`src/rtl/mul_issue_ctrl.sv`:
```
// rtl/mul_issue_ctrl.sv - two-requester issue controller for a fixed-latency pipelined multiplier
// Round-robin issue, tag/half-select tracking pipeline and a credit-protected result FIFO.
module mul_issue_ctrl #(
    parameter int LATENCY    = 3,
    parameter int FIFO_DEPTH = 4,
    parameter int TAG_W      = 4
) (
    input  logic             clk,
    input  logic             reset,
    input  logic             en,
    input  logic             req0_valid,
    output logic             req0_ready,
    input  logic [31:0]      req0_a,
    input  logic [31:0]      req0_b,
    input  logic             req0_signed,
    input  logic             req0_high,
    input  logic [TAG_W-1:0] req0_tag,
    input  logic             req1_valid,
    output logic             req1_ready,
    input  logic [31:0]      req1_a,
    input  logic [31:0]      req1_b,
    input  logic             req1_signed,
    input  logic             req1_high,
    input  logic [TAG_W-1:0] req1_tag,
    output logic [31:0]      mul_in0,
    output logic [31:0]      mul_in1,
    output logic             mul_signed,
    input  logic [63:0]      mul_out,
    output logic             res_valid,
    input  logic             res_ready,
    output logic [31:0]      res_data,
    output logic [TAG_W-1:0] res_tag,
    output logic             res_src
);

    localparam int AW = $clog2(FIFO_DEPTH);
    localparam int CW = AW + 1;
    localparam logic [CW:0] DEPTH_C = (CW+1)'(FIFO_DEPTH);

    logic [CW-1:0]    fifo_count;
    logic [CW-1:0]    inflight_count;
    logic [AW-1:0]    wr_ptr;
    logic [AW-1:0]    rd_ptr;
    logic [31:0]      mem_data [FIFO_DEPTH];
    logic [TAG_W-1:0] mem_tag  [FIFO_DEPTH];
    logic             mem_src  [FIFO_DEPTH];

    logic             pipe_valid [LATENCY];
    logic             pipe_high  [LATENCY];
    logic [TAG_W-1:0] pipe_tag   [LATENCY];
    logic             pipe_src   [LATENCY];

    logic        prio;
    logic        credit;
    logic        grant0;
    logic        grant1;
    logic        grant;
    logic        exit_valid;
    logic        pop;
    logic [31:0] res_word;

    // Every granted-but-unpopped op owns a FIFO slot, so the buffer can never overflow.
    assign credit = en && !reset &&
                    (({1'b0, fifo_count} + {1'b0, inflight_count}) < DEPTH_C);

    assign grant0 = credit && req0_valid && (!prio || !req1_valid);
    assign grant1 = credit && req1_valid && ( prio || !req0_valid);
    assign grant  = grant0 || grant1;

    assign req0_ready = grant0;
    assign req1_ready = grant1;

    assign mul_in0    = grant1 ? req1_a      : (grant0 ? req0_a      : 32'd0);
    assign mul_in1    = grant1 ? req1_b      : (grant0 ? req0_b      : 32'd0);
    assign mul_signed = grant1 ? req1_signed : (grant0 ? req0_signed : 1'b0);

    assign exit_valid = pipe_valid[LATENCY-1];
    assign res_word   = pipe_high[LATENCY-1] ? mul_out[63:32] : mul_out[31:0];

    assign res_valid = !reset && (fifo_count != '0);
    assign res_data  = mem_data[rd_ptr];
    assign res_tag   = mem_tag[rd_ptr];
    assign res_src   = mem_src[rd_ptr];
    assign pop       = res_valid && res_ready;

    always_ff @(posedge clk) begin
        if (reset) begin
            for (int i = 0; i < LATENCY; i++) begin
                pipe_valid[i] <= 1'b0;
            end
            wr_ptr         <= '0;
            rd_ptr         <= '0;
            fifo_count     <= '0;
            inflight_count <= '0;
            prio           <= 1'b0;
        end else begin
            pipe_valid[0] <= grant;
            pipe_high[0]  <= grant1 ? req1_high : req0_high;
            pipe_tag[0]   <= grant1 ? req1_tag  : req0_tag;
            pipe_src[0]   <= grant1;
            for (int i = 1; i < LATENCY; i++) begin
                pipe_valid[i] <= pipe_valid[i-1];
                pipe_high[i]  <= pipe_high[i-1];
                pipe_tag[i]   <= pipe_tag[i-1];
                pipe_src[i]   <= pipe_src[i-1];
            end

            if (grant) begin
                prio <= !grant1;
            end

            case ({grant, exit_valid})
                2'b10:   inflight_count <= inflight_count + 1'b1;
                2'b01:   inflight_count <= inflight_count - 1'b1;
                default: inflight_count <= inflight_count;
            endcase

            // The product is captured in the very cycle its tag entry leaves the pipeline.
            if (exit_valid) begin
                mem_data[wr_ptr] <= res_word;
                mem_tag[wr_ptr]  <= pipe_tag[LATENCY-1];
                mem_src[wr_ptr]  <= pipe_src[LATENCY-1];
                wr_ptr           <= wr_ptr + 1'b1;
            end
            if (pop) begin
                rd_ptr <= rd_ptr + 1'b1;
            end

            case ({exit_valid, pop})
                2'b10:   fifo_count <= fifo_count + 1'b1;
                2'b01:   fifo_count <= fifo_count - 1'b1;
                default: fifo_count <= fifo_count;
            endcase
        end
    end

endmodule

```
`config.mk`:
```
export PLATFORM = sky130hd
export DESIGN_NAME = mul_issue_ctrl
export DESIGN_NICKNAME = d
export VERILOG_FILES = /design/src/rtl/mul_issue_ctrl.sv
export SDC_FILE = /design/constraint.sdc
export NUM_CORES = 1
export LEC_CHECK = 0
export CAP_MARGIN = 20
export CORE_MARGIN = 3
export CORE_UTILIZATION = 40
export CTS_CLUSTER_SIZE = 28
export DETAILED_ROUTE_END_ITERATION = 8
export MAX_ROUTING_LAYER = met4
export PLACE_DENSITY = 0.77
export SYNTH_ARGS = -nofsm -noshare
export SYNTH_HDL_FRONTEND = slang
export SYNTH_SLANG_ARGS = --single-unit
export TNS_END_PERCENT = 20
```
`constraint.sdc`:
```
create_clock -name clk -period 3.13 [get_ports clk]
set_clock_uncertainty 0.2 [all_clocks]
set_input_delay 0.626 -clock clk [delete_from_list [all_inputs] [get_ports clk]]
set_output_delay 0.626 -clock clk [all_outputs]
set_load 0.1 [all_outputs]
```
==> flow_summary.ini <==
[outcome]
outcome = completed

[drt]
drcViolationCount = 0
vias = 5938
drtIter0Drc = 252
via_per_inst = 5.11
first_pass_iters = 4
wl_per_cell_um = 20.1
final_antenna_net_count = 0
wirelength_um = 23300

[sta]
tns_ns = 0
rsz0062_at_grt = no
fin_ws_ns = 0.0784
setup_viol = 0
fmax_ghz = 0.328
hold_viol = 0
drv_slew = 0
fin_hold_ws_ns = 0.219
slew_headroom_pct = 60.2
timing.final.crit_share_pct = 97.5
post-route-min-period_ns = 3.05
worst_pin_slew_ns = 0.597

[setup_path]
path_delay_family = buffers and inverters
r2r_slack_ns = 0.44
path_max_fanout = 51
cpMostUsedCell = buf_12
critPathBufInv = 3
worst-setup-path-type = in -> out
crit_path_start = req0_valid
reg2reg_depth = 10
path_cells = clkdlybuf4s50_1 > and2_2 > buf_12 > nand2_1 > a21oi_4 > buf_12
cp_slowest_cell = clkdlybuf4s50_1
start_kind = input pin
reg2reg_to = inflight_count[2]$_SDFFE_PP0P_
r2r-start = fifo_count[2]$_SDFFE_PP0P_
path_depth = 6
cp.arrival_ns = 2.23
cp.required_ns = 2.30
endpoint_kind = output port
crit_end = mul_in0[11]
slowest_delay_ns = 0.58

[yosys]
synth_async_sr_flop_share_pct = 0
synth_seq_cells = 182
synth_area_leaders = edfxtp_1, mux4_2, mux2_2, a21oi_1, nand3_1
synth-main-ff-cell = edfxtp_1
avgSynthCellArea_um2 = 14.4
synth_common_cells = edfxtp_1, nand2_1, a21oi_1
yosysUniqueCellTypes = 33
yosysWarnings = 0
synth.largest_area_cell = edfxtp_1
synth_cells = 564
syn-num-nets = 784
yosysMostFrequentCell = edfxtp_1
ys_seq_area_share_pct = 65.1
syn-cell-area_um2 = 8150
yosysTopAreaCellShare_pct = 61.2
synth_edf_count = 166

[pwr]
p_sw_share_pct = 26.7
p_sw_mw = 1.58
vdd_drop_max_mv = 0.400
p_int_mw = 4.34
combPwrFrac_pct = 20.2
power_density_nw_per_um2 = 425
leakagePower_nw = 4.62
seq_power_share_pct = 45.7
p_clk_share_pct = 34.2

[global_route]
grt_pass1_wl_um = 34700
grt-ovfl-total = 0
grt_usage_pct = 21.4
antenna_found_initial = 3
grt_pass1_vias = 6337
grt_max_degree = 61

[floorplanning]
start_util_pct = 41.3
top_level_ports = 315
die_w_um = 149
die_h_um = 149
coreArea_um2 = 19700
die_area_um2 = 22100
rows = 51

[placement]
portBuffers = 314
dp.final_hpwl_um = 17400
gp_congestion = 0.882
post-place-ws_ns = 0.00841
dpl.cell_count = 1126

[worst_hold_path]
hold_class = reg -> reg
whs_path_depth = 0
min_from = pipe_src[0][0]$_DFFE_PN_

[clocking]
cts_max_path_buffers = 2
cts-root-buf = clkbuf_16
cts_setup_buffers = 0
cts_tree = yes
hold_buffers = 0
cts_max_level = 4
cts.sinks = 182
path_clk_slew_ns = 0.07
cts_buffers = 17
clock_latency_ns = 0.42

[cells_and_area]
drive_gt1_share_pct = 35.1
layout.nets = 1100
fin_cells = 1161
final_util_pct = 70.7
syn_to_final_growth_pct = 71.2

[job]
maxCapViolCount = 0
metrics by stage:
stage	area (µm²)	power [mW]
floorplan	8850	3.40
global placement	13300	3.94
detailed placement	13300	3.95
CTS	13900	5.97
global route	13900	6.12
finish	13900	5.92
routing by layer:
layer  wire (µm)  track usage (%)  vias up
met4         363             6.28        0
met3        2010             7.65       23
li1            -                -     2777
met1        8670             23.6     2900
met5           0                -        -
met2       12200             36.6      238
cell type report:
type | count | area [µm²]
inverters | 9 | 37.5
clock buffers | 18 | 429
multi-input cells | 330 | 3340
flip-flops and latches | 182 | 5310
repair buffers | 340 | 4350
fillers | 1266 | 5770
clock inverters | 14 | 141
diodes | 3 | 7.51
well taps | 265 | 332
state kept, by name (all words and copies together) (netlist names), named ones only:
register / cells
fifo_count: 3
mem_data: 128
pipe_tag: 12
pipe_src: 3
rd_ptr: 2
pipe_high: 3
prio: 1
inflight_count: 3
wr_ptr: 2
mem_src: 4
mem_tag: 16
pipe_valid: 3
worst min-delay path by stage:
stage	end	slack (ns)
6_report	pipe_src[0][1]$_DFFE_PN_	0.22
5_1_grt	pipe_tag[0][5]$_DFFE_PN_	0.23
4_1_cts	pipe_src[0][1]$_DFFE_PN_	0.22
3_5_place_dp	pipe_src[0][1]$_DFFE_PN_	0.21
3_3_place_gp	pipe_src[0][1]$_DFFE_PN_	0.20
2_1_floorplan	pipe_high[0][1]$_DFFE_PN_	0.20
worst register-to-register path: cells and delay by family, from the launching register on:
| kind | cells | cell delay (ns) |
|---|---|---|
| adder cells (fa/ha/maj) | 3 | 0.92 |
| XOR/XNOR | 1 | 0.15 |
| flip-flops | 1 | 0.34 |
| AO/OA/AOI/OAI | 1 | 0.14 |
| AND/OR/NAND/NOR | 4 | 0.82 |
| buffers and inverters | 1 | 0.05 |
cell families after synthesis:
| logic type | share of synthesized area [%] |
|---|---|
| AOI/OAI and AO/OA | 4.41 |
| xor gates and xnor gates | 0.753 |
| adders and majority gates | 1.72 |
| buffers and inverters | 2.99 |
| DFF | 65.1 |
| muxes | 15.6 |
| and+or+nand+nor | 9.41 |
power by group through the flow:
| stage | Clock [mW] | Combinational, mW | Sequential, mW |
|---|---|---|---|
| floorplan | 0 | 0.647 | 2.75 |
| finish | 2.02 | 1.19 | 2.71 |
| detailed placement | 0 | 1.19 | 2.76 |
| global route | 2.16 | 1.25 | 2.71 |
| global placement | 0 | 1.18 | 2.76 |
| CTS | 2.06 | 1.20 | 2.71 |
timing repair:
action                     CTS  global route
pin swaps                    0             1
gates resized for setup      2             4
setup endpoints to repair   11            33
cells in the final DEF, fill, tap and decap left out, drive strengths merged, types with 16 or more instances in the layout:
cell type | netlist | layout
clkdlybuf4s50 | 0 | 208
edfxtp | 166 | 166
buf | 31 | 132
nand2 | 69 | 69
a21oi | 68 | 68
nand3 | 67 | 67
mux4 | 37 | 37
mux2 | 37 | 37
clkbuf | 12 | 18
nor2 | 16 | 16
dfxtp | 16 | 16
Note: power is estimated with default switching activity, not from simulation.
